[src/rtl/sensor_sequencer_if.sv]
// Control-side handshake between the register block and the capture sequencer.
// With CONT_CAPTURE_EN defined the bundle also carries the 'continuous' request.
interface sensor_sequencer_if #(
  parameter int EXP_W = 16
);
  logic             start;
  logic             abort;
  logic [EXP_W-1:0] exp_time;
  logic             busy;
  logic             frame_done;
`ifdef CONT_CAPTURE_EN
  logic             continuous;

  modport master (output start, abort, exp_time, continuous, input busy, frame_done);
  modport slave  (input start, abort, exp_time, continuous, output busy, frame_done);
`else
  modport master (output start, abort, exp_time, input busy, frame_done);
  modport slave  (input start, abort, exp_time, output busy, frame_done);
`endif
endinterface

[src/rtl/sensor_sequencer.sv]
// Pixel-array capture sequencer: erase -> expose -> convert -> read, then back to idle.
// Optional back-to-back capture is enabled by defining CONT_CAPTURE_EN.
//
// state     | meaning
// ----------+-------------------------------------------------------------
// S_IDLE    | waiting for start; all strobes low
// S_ERASE   | pixel erase, C_ERASE cycles
// S_EXPOSE  | integration, latched exposure cycles (0 treated as 1)
// S_CONVERT | ADC conversion, C_CONVERT cycles
// S_READ    | C_READ cycles per pixel, pixel_select walks 0..PIXEL_COUNT-1
module sensor_sequencer #(
  parameter int PIXEL_COUNT = 4,
  parameter int C_ERASE     = 5,
  parameter int C_CONVERT   = 255,
  parameter int C_READ      = 2,
  parameter int EXP_W       = 16,
  parameter int PSEL_W      = (PIXEL_COUNT > 1) ? $clog2(PIXEL_COUNT) : 1
) (
  input  logic              clk,
  input  logic              reset,
  sensor_sequencer_if.slave ctrl,
  output logic              erase,
  output logic              expose,
  output logic              convert,
  output logic              read,
  output logic [PSEL_W-1:0] pixel_select
);

  function automatic int max_i(input int a, input int b);
    return (a > b) ? a : b;
  endfunction

  localparam int CNT_W = max_i(max_i(EXP_W, $clog2(C_CONVERT + 1)),
                               max_i($clog2(C_ERASE + 1), $clog2(C_READ + 1)));

  localparam logic [CNT_W-1:0]  CNT_ONE      = CNT_W'(1);
  localparam logic [CNT_W-1:0]  ERASE_LAST   = CNT_W'(C_ERASE - 1);
  localparam logic [CNT_W-1:0]  CONVERT_LAST = CNT_W'(C_CONVERT - 1);
  localparam logic [CNT_W-1:0]  READ_LAST    = CNT_W'(C_READ - 1);
  localparam logic [PSEL_W-1:0] PSEL_ONE     = PSEL_W'(1);
  localparam logic [PSEL_W-1:0] PSEL_LAST    = PSEL_W'(PIXEL_COUNT - 1);

  typedef enum logic [2:0] {
    S_IDLE,
    S_ERASE,
    S_EXPOSE,
    S_CONVERT,
    S_READ
  } state_t;

  state_t           state;
  logic [CNT_W-1:0] cnt;
  logic [EXP_W-1:0] exp_lat;
  logic [EXP_W-1:0] exp_next;
  logic [CNT_W-1:0] expose_last;
  logic             busy_q;
  logic             frame_done_q;

  // exp_lat is never 0 once latched, so the subtraction cannot underflow in EXPOSE
  assign exp_next    = (ctrl.exp_time == '0) ? EXP_W'(1) : ctrl.exp_time;
  assign expose_last = CNT_W'(exp_lat) - CNT_ONE;

  assign ctrl.busy       = busy_q;
  assign ctrl.frame_done = frame_done_q;

  always_ff @(posedge clk) begin
    if (reset) begin
      state        <= S_IDLE;
      cnt          <= '0;
      exp_lat      <= '0;
      busy_q       <= 1'b0;
      frame_done_q <= 1'b0;
      erase        <= 1'b0;
      expose       <= 1'b0;
      convert      <= 1'b0;
      read         <= 1'b0;
      pixel_select <= '0;
    end else begin
      frame_done_q <= 1'b0;
      if (state != S_IDLE && ctrl.abort) begin
        state        <= S_IDLE;
        cnt          <= '0;
        busy_q       <= 1'b0;
        erase        <= 1'b0;
        expose       <= 1'b0;
        convert      <= 1'b0;
        read         <= 1'b0;
        pixel_select <= '0;
      end else begin
        case (state)
          S_IDLE: begin
            if (ctrl.start) begin
              state   <= S_ERASE;
              cnt     <= '0;
              exp_lat <= exp_next;
              busy_q  <= 1'b1;
              erase   <= 1'b1;
            end
          end
          S_ERASE: begin
            if (cnt == ERASE_LAST) begin
              state  <= S_EXPOSE;
              cnt    <= '0;
              erase  <= 1'b0;
              expose <= 1'b1;
            end else begin
              cnt <= cnt + CNT_ONE;
            end
          end
          S_EXPOSE: begin
            if (cnt == expose_last) begin
              state   <= S_CONVERT;
              cnt     <= '0;
              expose  <= 1'b0;
              convert <= 1'b1;
            end else begin
              cnt <= cnt + CNT_ONE;
            end
          end
          S_CONVERT: begin
            if (cnt == CONVERT_LAST) begin
              state        <= S_READ;
              cnt          <= '0;
              convert      <= 1'b0;
              read         <= 1'b1;
              pixel_select <= '0;
            end else begin
              cnt <= cnt + CNT_ONE;
            end
          end
          S_READ: begin
            if (cnt == READ_LAST) begin
              cnt <= '0;
              if (pixel_select == PSEL_LAST) begin
                frame_done_q <= 1'b1;
                read         <= 1'b0;
                pixel_select <= '0;
`ifdef CONT_CAPTURE_EN
                if (ctrl.continuous) begin
                  state   <= S_ERASE;
                  exp_lat <= exp_next;
                  erase   <= 1'b1;
                end else begin
                  state  <= S_IDLE;
                  busy_q <= 1'b0;
                end
`else
                state  <= S_IDLE;
                busy_q <= 1'b0;
`endif
              end else begin
                pixel_select <= pixel_select + PSEL_ONE;
              end
            end else begin
              cnt <= cnt + CNT_ONE;
            end
          end
          default: begin
            state <= S_IDLE;
          end
        endcase
      end
    end
  end

endmodule

[src/flat_wrapper.sv]
// flat-port wrapper written by rule: the top's interface ports become plain ports
module sensor_sequencer_flat 
#(
  parameter int PIXEL_COUNT = 4,
  parameter int C_ERASE     = 5,
  parameter int C_CONVERT   = 255,
  parameter int C_READ      = 2,
  parameter int EXP_W       = 16,
  parameter int PSEL_W      = (PIXEL_COUNT > 1) ? $clog2(PIXEL_COUNT) : 1
)
  (clk, reset, erase, expose, convert, read, pixel_select, ctrl_start, ctrl_abort, ctrl_exp_time, ctrl_busy, ctrl_frame_done);
  sensor_sequencer_if #(.EXP_W(EXP_W)) ctrl_i ();
  input  logic clk;
  input  logic reset;
  output logic erase;
  output logic expose;
  output logic convert;
  output logic read;
  output logic [PSEL_W-1:0] pixel_select;
  input wire logic [$bits(ctrl_i.start)-1:0] ctrl_start;
  input wire logic [$bits(ctrl_i.abort)-1:0] ctrl_abort;
  input wire logic [$bits(ctrl_i.exp_time)-1:0] ctrl_exp_time;
  output wire logic [$bits(ctrl_i.busy)-1:0] ctrl_busy;
  output wire logic [$bits(ctrl_i.frame_done)-1:0] ctrl_frame_done;
  assign ctrl_i.start = ctrl_start;
  assign ctrl_i.abort = ctrl_abort;
  assign ctrl_i.exp_time = ctrl_exp_time;
  assign ctrl_busy = ctrl_i.busy;
  assign ctrl_frame_done = ctrl_i.frame_done;
  sensor_sequencer #(.PIXEL_COUNT(PIXEL_COUNT), .C_ERASE(C_ERASE), .C_CONVERT(C_CONVERT), .C_READ(C_READ), .EXP_W(EXP_W), .PSEL_W(PSEL_W)) u_core (.clk(clk), .reset(reset), .ctrl(ctrl_i), .erase(erase), .expose(expose), .convert(convert), .read(read), .pixel_select(pixel_select));
endmodule
[config.mk]
export PLATFORM = sky130hd
export DESIGN_NAME = sensor_sequencer_flat
export DESIGN_NICKNAME = d
export VERILOG_FILES = /design/src/rtl/sensor_sequencer_if.sv /design/src/rtl/sensor_sequencer.sv /design/src/flat_wrapper.sv
export SDC_FILE = /design/constraint.sdc
export NUM_CORES = 1
export LEC_CHECK = 0
export ABC_CLOCK_PERIOD_IN_PS = 5910
export BUFFER_PORTS_ARGS = -buffer_cell sky130_fd_sc_hd__buf_4
export CORE_MARGIN = 4
export CORE_UTILIZATION = 46
export CTS_BUF_LIST = sky130_fd_sc_hd__clkbuf_8
export CTS_CLUSTER_SIZE = 14
export DETAILED_ROUTE_END_ITERATION = 6
export HOLD_SLACK_MARGIN = 0.08
export PLACE_DENSITY = 0.73
export SKIP_LAST_GASP = 1
export SLEW_MARGIN = 20
export SYNTH_ARGS = -nofsm -noshare
export SYNTH_HDL_FRONTEND = slang
export SYNTH_SLANG_ARGS = --single-unit
[constraint.sdc]
create_clock -name clk -period 5.91 [get_ports clk]
set_input_delay 1.4775 -clock clk [delete_from_list [all_inputs] [get_ports clk]]
set_output_delay 1.4775 -clock clk [all_outputs]
set_load 0.1 [all_outputs]
==> flow_summary_export.csv, run 1 <==
group,metric,value,unit
run_status,outcome,"complete, no violations",
global_route,antenna_found_initial,0,
route,drc,0,
cts,clockBufferDepth,2,
logic_synthesis,synth.avg_cell_area,7.63,µm²
die,die-area,7140,µm²
route,viasPerCell,5.72,
logic_synthesis,synth-xor-area-share,5.86,%
logic_synthesis,synth_area_leader_cell,"dfxtp_1",
die,core_area,5610,µm²
sta,max_slew_margin,36.1,%
worst_setup_path,worstSetupPathType,"flip-flop to flip-flop",
sta,fin_crit_sh,53.5,%
logic_synthesis,synth_seq_area_share,32.0,%
logic_synthesis,synthMuxAreaShare,0,%
global_route,grt_use_met3,3.34,%
die,num_rows,27,
sta,rsz0062_at_grt,"no",
global_route,use_met1,25.7,%
logic_synthesis,synth_top_cell_area_share,32.0,%
die,initial_core_util,48.0,%
finish,syn_to_final_growth,10.7,%
power,peakVddDrop,296,µV
sta,finalMaxSlewViolations,0,
die,die_x,84.5,µm
power,p_leak,1.15,nW
finish,final_cell_area,2980,µm²
sta,min_period,3.16,ns
cts,cts_root_buf,"clkbuf_8",
finish,drive_gt1_share,15.2,%
cts,clkTransAtPathRegs,0.09,ns
worst_setup_path,required,6.11,ns
worst_setup_path,endpoint_kind,"flip-flop",
route,vias,2523,
hold_path,hp-class,"flip-flop to flip-flop",
finish,final_util,53.1,%
logic_synthesis,synth-compound-area-share,19.8,%
cts,htreeDepth,2,
logic_synthesis,synth_edf_count,0,
route,first_pass_iters,4,
logic_synthesis,syn_nets,379,
worst_setup_path,cp_max_fo,19,
worst_setup_path,r2r_slack,2.75,ns
finish,n_antenna_cell,0,
die,die_h,84.5,µm
logic_synthesis,synth.distinct_cells,58,
cts,post_cts_buffers,0,
logic_synthesis,synthFlopType,"dfxtp_1",
sta,tightestPinTransition,0.946,ns
sta,clock_skew,0.00773,ns
global_route,grt_pass1_wl,10700,µm
placed_design,dpl.hpwl,4710,µm
worst_setup_path,worstPathArrival,3.36,ns
power,power_density,359,nW/µm²
route,wirelength,6210,µm
placed_design,portBuffers,27,
cts,cts_sinks,43,
route,ant_nets,0,
logic_synthesis,synth_fa_ha_area_share,2.79,%
placed_design,gp_congestion,0.848,
sta,setup_violations,0,
worst_setup_path,critPathMaxStageDelay,0.89,ns
logic_synthesis,synth_top_family_by_area,"simple AND/OR/NAND/NOR gates",
logic_synthesis,synthTopCellsByCount,"nand2_1 (55), dfxtp_1 (43), a21oi_1 (27)",
worst_setup_path,start_kind,"flip-flop",
run,drv_cap,0,
global_route,grt_max_degree,20,
logic_synthesis,ys_seq_elements,43,
logic_synthesis,postSynthCellCount,353,
logic_synthesis,syn-cell-area,2690,µm²
worst_setup_path,cpMaxStageDelayCell,"o41ai_1",
logic_synthesis,ys_async_sr_fraction,0,%
worst_setup_path,worstPathCellList,"nor4_1 -> nand2_1 -> o41ai_1 -> o211ai_1 -> or4b_4 -> nand2_8 -> nor2_1 -> a211o_1",
global_route,track_usage,18.0,%
finish,fillers,553,
sta,fin_tns_setup,0,ns
worst_setup_path,crit_buf_inv,0,
cts,post_cts_resized,0,
route,drt_iter0_markers,113,
logic_synthesis,yosys-top-cells-area,"dfxtp_1 (32%), nand2_1 (7.7%), a21oi_1 (5.0%), xnor2_1 (3.6%), nor2_1 (3.2%)",
sta,fmax,0.317,GHz
logic_synthesis,yosys_warnings,0,
finish,nets,394,
cts,hold_buffers,0,
cts,cts_buffers,5,
cts,cts_tree,"done",
worst_setup_path,cp_top_family,"compound AO/OA/AOI/OAI gates",
logic_synthesis,synth-simple-area-share,34.4,%
die,io_pins,28,
cts,clk_latency,0.31,ns
global_route,met2_usage,26.8,%
logic_synthesis,post-synth-top-count-cell,"nand2_1",
placed_design,place_area,2890,µm²
sta,hold_viol,0,
global_route,grt_overflow,0,
route,wl_per_cell,14.1,µm
global_route,grt_most_used_layer,"met2",
global_route,grt_pass1_vias,2292,
final cells by class:
cell class,instances,area [µm²],area share (%)
timing repair buffer,28,210,7.05
inverter,9,33.8,1.13
sequential,43,861,28.9
clock inverter,3,23.8,0.798
multi-input combinational,281,1690,56.8
clock buffer,5,68.8,2.31
tap,72,90.1,3.02
state kept, by name, summed over array words and instances, names as in the netlist:
name and cells:
u_core.cnt 16, u_core.exp_lat 16, u_core.state 3, u_core.pixel_select 2, u_core.convert 1, u_core.ctrl.busy 1
u_core.ctrl.frame_done 1, u_core.erase 1, u_core.expose 1, u_core.read 1
cells in the final DEF (no fill, tap or decap), types with 3 or more instances in the layout:
cell type  synthesis  layout
nand2_1           55      55
buf_4              1      28
nor4_1            13      13
inv_1              9       9
clkbuf_8           0       5
ha_1               6       6
nand2b_1           4       4
dfxtp_1           43      43
nand4_1            8       8
nor3_1            11      11
or4_1              3       3
o21bai_1           3       3
o21ai_1            4       4
nand3_1           10      10
o31ai_1            3       3
and2_1             3       3
nor3b_1            3       3
or2_2             11      11
a21o_1             5       5
xnor2_1           11      11
a21oi_1           27      27
or4_4              3       3
xor2_1             7       7
a31oi_1            9       9
and3_1             9       9
nor2_1            23      23
a311oi_1           4       4
o21ai_0           14      14
metal layers:
layer / vias up / wire [µm]
met5: - / 0
met4: 0 / 97
met3: 10 / 292
met2: 62 / 2660
met1: 1142 / 3160
li1: 1309 / -
cell families (layout without fill, tap and decap cells):
| logic type | count (synthesis) | count (layout) |
|---|---|---|
| and+or+nand+nor | 172 | 172 |
| AOI/OAI and AO/OA | 85 | 85 |
| DFF | 43 | 43 |
| buffers and inverters | 29 | 45 |
| xor gates and xnor gates | 18 | 18 |
| adders and majority gates | 6 | 6 |
where the power goes:
| part | internal (mW) | leakage, nW | total (mW) | switching [mW] |
|---|---|---|---|---|
| logic | 0.196 | 0.757 | 0.485 | 0.289 |
| registers | 0.327 | 0.350 | 0.389 | 0.0617 |
| clock network | 0.0845 | 0.0408 | 0.195 | 0.111 |
tightest hold or removal path: cells and delay by family (launching register included):
kind,cells,cell delay [ns]
compound gates,1,0.06
flops,1,0.32
simple gates,1,0.05
through the flow:
step	hold slack [ns]	instances	setup slack (ns)	total power, mW
2_1_floorplan	0.450	353	2.87	0.786
3_3_place_gp	0.447	433	2.69	0.868
3_5_place_dp	0.459	433	2.66	0.876
4_1_cts	0.473	441	2.77	1.07
5_1_grt	0.507	441	2.40	1.15
6_report	0.473	441	2.75	1.07
path summary, 6_finish.rpt:
check | from | to | cells after the start
setup / recovery | u_core.cnt[12] | u_core.cnt[15] | 8
hold / removal | u_core.convert | u_core.convert | 2
hold reg to reg | u_core.convert | u_core.convert | 2
setup reg to reg | u_core.cnt[12] | u_core.cnt[15] | 8
(Power assumes the default switching activity.)
==> run 2: changes to the inputs <==
- ABC_AREA: default -> 1
- ABC_CLOCK_PERIOD_IN_PS: 5910 -> 3020
- clock period: 5.91 -> 3.02 ns (I/O delays scaled with it)
==> flow_summary_export.csv, run 2 <==
group,metric,value,unit
sta,tightestPinTransition,0.681,ns
cts,clockBufferDepth,2,
worst_setup_path,start_kind,"flip-flop",
route,viasPerCell,5.03,
logic_synthesis,yosys-top-cells-area,"dfxtp_1 (30%), nand2_1 (16%), nor2_1 (8.9%), inv_1 (7.8%), xor2_1 (4.6%)",
die,core_area,5960,µm²
cts,cts_root_buf,"clkbuf_8",
sta,fmax,0.444,GHz
placed_design,portBuffers,27,
logic_synthesis,synth.distinct_cells,38,
die,num_rows,28,
die,initial_core_util,47.5,%
run,drv_cap,0,
finish,nets,495,
global_route,grt_most_used_layer,"met2",
logic_synthesis,syn-cell-area,2830,µm²
sta,clock_skew,0.0100,ns
route,first_pass_iters,4,
logic_synthesis,synth_area_leader_cell,"dfxtp_1",
finish,fillers,613,
finish,layout_common_cells,"nand2_1 (122), nor2_1 (67), inv_1 (59)",
global_route,grt_pass1_vias,2582,
route,vias,2744,
sta,min_period,2.25,ns
logic_synthesis,synthTopCellsByCount,"nand2_1 (122), nor2_1 (67), inv_1 (59)",
cts,post_cts_resized,0,
logic_synthesis,yosys_warnings,0,
cts,hold_buffers,0,
finish,syn_to_final_growth,12.6,%
worst_setup_path,r2r_slack,0.77,ns
worst_setup_path,endpoint_kind,"flip-flop",
power,power_density,763,nW/µm²
finish,top_regs,"u_core.cnt x16, u_core.exp_lat x16, u_core.state x3",
global_route,grt_pass1_wl,11300,µm
global_route,track_usage,18.5,%
run_status,outcome,"complete, no violations",
die,die-area,7470,µm²
route,drc,0,
sta,rsz0062_at_grt,"no",
finish,n_antenna_cell,0,
finish,final_cell_area,3190,µm²
sta,fin_ws,0.768,ns
route,drt_iter0_markers,116,
logic_synthesis,post-synth-top-count-cell,"nand2_1",
global_route,antenna_found_initial,0,
sta,fin_crit_sh,74.6,%
placed_design,gp_congestion,0.869,
logic_synthesis,synth.avg_cell_area,6.33,µm²
global_route,grt_overflow,0,
placed_design,place_area,3080,µm²
route,wirelength,6460,µm
die,die_x,86.5,µm
sta,hold_viol,0,
sta,max_slew_margin,54.5,%
placed_design,dpl.hpwl,5050,µm
global_route,met2_usage,31.2,%
worst_setup_path,worstPathArrival,2.47,ns
placed_design,place_ws,0.602,ns
finish,drive_gt1_share,11.7,%
logic_synthesis,synth_edf_count,0,
cts,clkTransAtPathRegs,0.09,ns
logic_synthesis,synth_top_cell_area_share,30.4,%
sta,setup_violations,0,
cts,cts_tree,"done",
logic_synthesis,synthFlopType,"dfxtp_1",
cts,post_cts_buffers,0,
power,peakVddDrop,286,µV
power,p_leak,1.52,nW
route,ant_nets,0,
route,wl_per_cell,11.9,µm
hold_path,hp-class,"flip-flop to flip-flop",
sta,fin_tns_setup,0,ns
logic_synthesis,syn_nets,473,
cts,cts_sinks,43,
worst_setup_path,worstSetupPathType,"flip-flop to flip-flop",
sta,finalMaxSlewViolations,0,
worst_setup_path,cp_max_fo,24,
logic_synthesis,synth_seq_area_share,30.4,%
logic_synthesis,postSynthCellCount,447,
cts,clk_latency,0.31,ns
die,io_pins,28,
cts,cts_buffers,5,
die,die_h,86.5,µm
finish,final_common_cell,"nand2_1",
logic_synthesis,ys_seq_elements,43,
worst_setup_path,required,3.24,ns
logic_synthesis,ys_async_sr_fraction,0,%
global_route,grt_use_met3,3.23,%
global_route,use_met1,23.2,%
cts,htreeDepth,2,
global_route,grt_max_degree,25,
==> run 2: changes by cell type after synthesis, sizes merged, moves of 8 or more <==
cell	delta
nand2	+68
inv	+51
nor2	+48
nand3	+12
a31oi	-9
and3	-9
clkbuf	-9
or2	-8
xor2	+8
==> run 2: logic make-up after synthesis <==
logic type | share of synthesized area [%]
compound gates | 11.3
xor+xnor | 6.19
fa+ha+maj | 2.65
buf+inv | 10.3
flops | 30.4
simple gates | 39.1
==> run 2: critical path: stages, from the launching register on <==
cell	delay, ns
dfxtp_1	0.35
nor2_1	0.13
inv_1	0.07
nor2_1	0.13
inv_1	0.07
nor2_1	0.51
inv_1	0.52
a221oi_1	0.38
==> run 2: layout make-up <==
type | count | area (µm²) | area share (%)
clock buffer | 5 | 68.8 | 2.16
clock inverter | 3 | 43.8 | 1.37
inverter | 60 | 225 | 7.06
multi-input combinational | 330 | 1680 | 52.6
sequential | 43 | 861 | 27.0
tap | 75 | 93.8 | 2.94
timing repair buffer | 29 | 218 | 6.83
==> run 2: final timing paths <==
kind	startpoint	endpoint	cells after the start
hold reg to reg	u_core.expose	u_core.expose	2
setup reg to reg	u_core.state[2]	u_core.exp_lat[0]	7
hold / removal	u_core.expose	u_core.expose	2
setup / recovery	u_core.state[2]	u_core.exp_lat[0]	7
==> run 2: where the power goes <==
group	internal, mW	switching, mW
clock network	0.247	0.219
registers	0.666	0.112
logic	0.397	0.791
==> run 2: through the flow <==
| step | power [mW] | utilization, % | instances | hold slack (ns) |
|---|---|---|---|---|
| 2_1_floorplan | 1.74 | - | 447 | 0.477 |
| 3_3_place_gp | 1.96 | 51.6 | 537 | 0.442 |
| 3_5_place_dp | 1.98 | 51.6 | 537 | 0.447 |
| 4_1_cts | 2.45 | 53.5 | 545 | 0.461 |
| 5_1_grt | 2.66 | 53.5 | 545 | 0.490 |
| 6_report | 2.43 | 53.5 | 545 | 0.459 |
==> run 2: routing by layer <==
layer | vias to the layer above | part of all wire, %
li1 | 1452 | -
met1 | 1255 | 47
met2 | 27 | 48
met3 | 10 | 3.2
met4 | 0 | 1.8
met5 | - | 0
==> run 3: changes to the inputs <==
- ABC_AREA: 1 -> 0
- ABC_CLOCK_PERIOD_IN_PS: 3020 -> 1990
- PLACE_DENSITY: 0.73 -> 0.75
- clock period: 3.02 -> 1.99 ns (I/O delays scaled with it)
==> flow_summary_export.csv, run 3 (synthesis results as in run 1) <==
group,metric,value,unit
global_route,track_usage,23.5,%
power,p_leak,1.65,nW
cts,cts_root_buf,"clkbuf_8",
run_status,outcome,"finished with violations",
placed_design,dpl.hpwl,5950,µm
cts,cts_sinks,43,
route,wl_per_cell,15.9,µm
sta,fin_tns_setup,-15.64,ns
finish,multiInputGateArea,1880,µm²
run,drv_cap,0,
global_route,grt_max_degree,18,
global_route,grt_overflow,0,
sta,max_slew_margin,64.5,%
die,die-area,7140,µm²
power,finalPower,4.28,mW
hold_path,hp-class,"input pin to flip-flop",
worst_setup_path,endpoint_kind,"flip-flop",
placed_design,portBuffers,27,
sta,setup_violations,24,
finish,final_cell_area,3880,µm²
finish,drive_gt1_share,37.4,%
sta,fin_ws,-0.865,ns
sta,finalMaxSlewViolations,0,
route,drc,0,
route,wirelength,8460,µm
die,core_area,5610,µm²
route,vias,3133,
route,first_pass_iters,5,
worst_setup_path,start_kind,"flip-flop",
worst_setup_path,worstPathArrival,3.06,ns
route,drt_iter0_markers,172,
cts,hold_buffers,0,
sta,tightestPinTransition,0.530,ns
worst_setup_path,worstSetupPathType,"flip-flop to flip-flop",
die,io_pins,28,
cts,clkTransAtPathRegs,0.09,ns
placed_design,gp_congestion,0.877,
cts,cts_tree,"done",
sta,fmax,0.350,GHz
route,viasPerCell,5.89,
sta,clock_skew,0.00959,ns
worst_setup_path,cp_max_fo,5,
global_route,antenna_found_initial,0,
power,power_density,1100,nW/µm²
sta,rsz0062_at_grt,"yes",
cts,clockBufferDepth,2,
finish,nets,485,
sta,hold_ws,0.436,ns
worst_setup_path,required,2.20,ns
finish,n_antenna_cell,0,
die,num_rows,27,
finish,final_common_cell,"buf_4",
placed_design,dp.cells,514,
die,initial_core_util,48.0,%
sta,min_period,2.85,ns
finish,syn_to_final_growth,44.1,%
finish,layout_common_cells,"buf_4 (115), nand2_1 (55), dfxtp_1 (41)",
finish,fillers,443,
route,ant_nets,0,
sta,hold_viol,0,
finish,layout.cells.non_filler,532,
cts,htreeDepth,2,
global_route,grt_pass1_wl,13800,µm
finish,regArea,863,µm²
power,peakVddDrop,924,µV
cts,clk_latency,0.31,ns
sta,fin_crit_sh,143,%
placed_design,place_area,3510,µm²
finish,top_regs,"u_core.cnt x16, u_core.exp_lat x16, u_core.state x3",
die,die_h,84.5,µm
cts,cts_buffers,5,
die,die_x,84.5,µm
global_route,grt_pass1_vias,2982,
run_status,violations,"setup timing",
## run 3: changes by cell type in the layout (fill, tap and decap cells not counted), sizes merged, moves of 6 or more
cell,change
buf,+87
nand2,-66
inv,-51
nor2,-48
nand3,-12
a31oi,+9
and3,+9
or2,+8
xor2,-8
nor4,+6
or4,+6
xnor2,+6
## run 3: final timing paths
check | start | to | slack [ns] | cells after the start
worst max-delay path | u_core.exp_lat[5] | u_core.cnt[15] | -0.86 | 8
worst min-delay path | ctrl_exp_time[2] | u_core.exp_lat[2] | 0.44 | 3
worst max register to register | u_core.exp_lat[5] | u_core.cnt[15] | -0.86 | 8
worst min register to register | u_core.convert | u_core.convert | 0.49 | 2
## run 3: per-layer routing
metal  global-route usage (%)  wire length, µm  up-vias  share of wire (%)
met5                        0                0        -                  0
li1                         -                -     1493                  -
met2                     41.6             4210      137                 50
met1                     28.6             3560     1488                 42
met3                     4.12              532       15                6.3
met4                     7.34              156        0                1.8
## run 3: stage by stage
step / worst slack [ns] / utilization (%)
2_1_floorplan: -0.858 / -
3_5_place_dp: -0.911 / 62.7
4_1_cts: -0.835 / 67.4
3_3_place_gp: -0.810 / 62.7
5_1_grt: -0.953 / 69.2
6_report: -0.865 / 69.2
## run 3: final cells by class
class / count / area share, %
Timing Repair Buffer: 116 / 22.5
Tap cell: 72 / 2.32
Clock inverter: 3 / 1.74
Clock buffer: 5 / 1.77
Sequential cell: 43 / 22.2
Inverter: 9 / 0.870
Multi-Input combinational cell: 284 / 48.5
## run 3: repair_timing
action | in CTS | in global routing
buffers inserted | 4 | 3
pin swaps | 10 | 7
resized for setup | 16 | 21
setup endpoints to repair | 23 | 25
cloned | 3 | 0
## run 3: worst max-delay path, cell delays in order (launching register included)
cell and delay (ns):
dfxtp_2 0.32, or4_4 0.52, or4_4 0.53, a211oi_2 0.17, o22ai_2 0.14, or4b_4 0.64, nand2_8 0.11, nor2_1 0.05
a211o_1 0.26
## run 3: power by group
group          internal, mW  switching [mW]
Clock                 0.501           0.336
Sequential            0.975          0.0831
Combinational          1.12            1.26
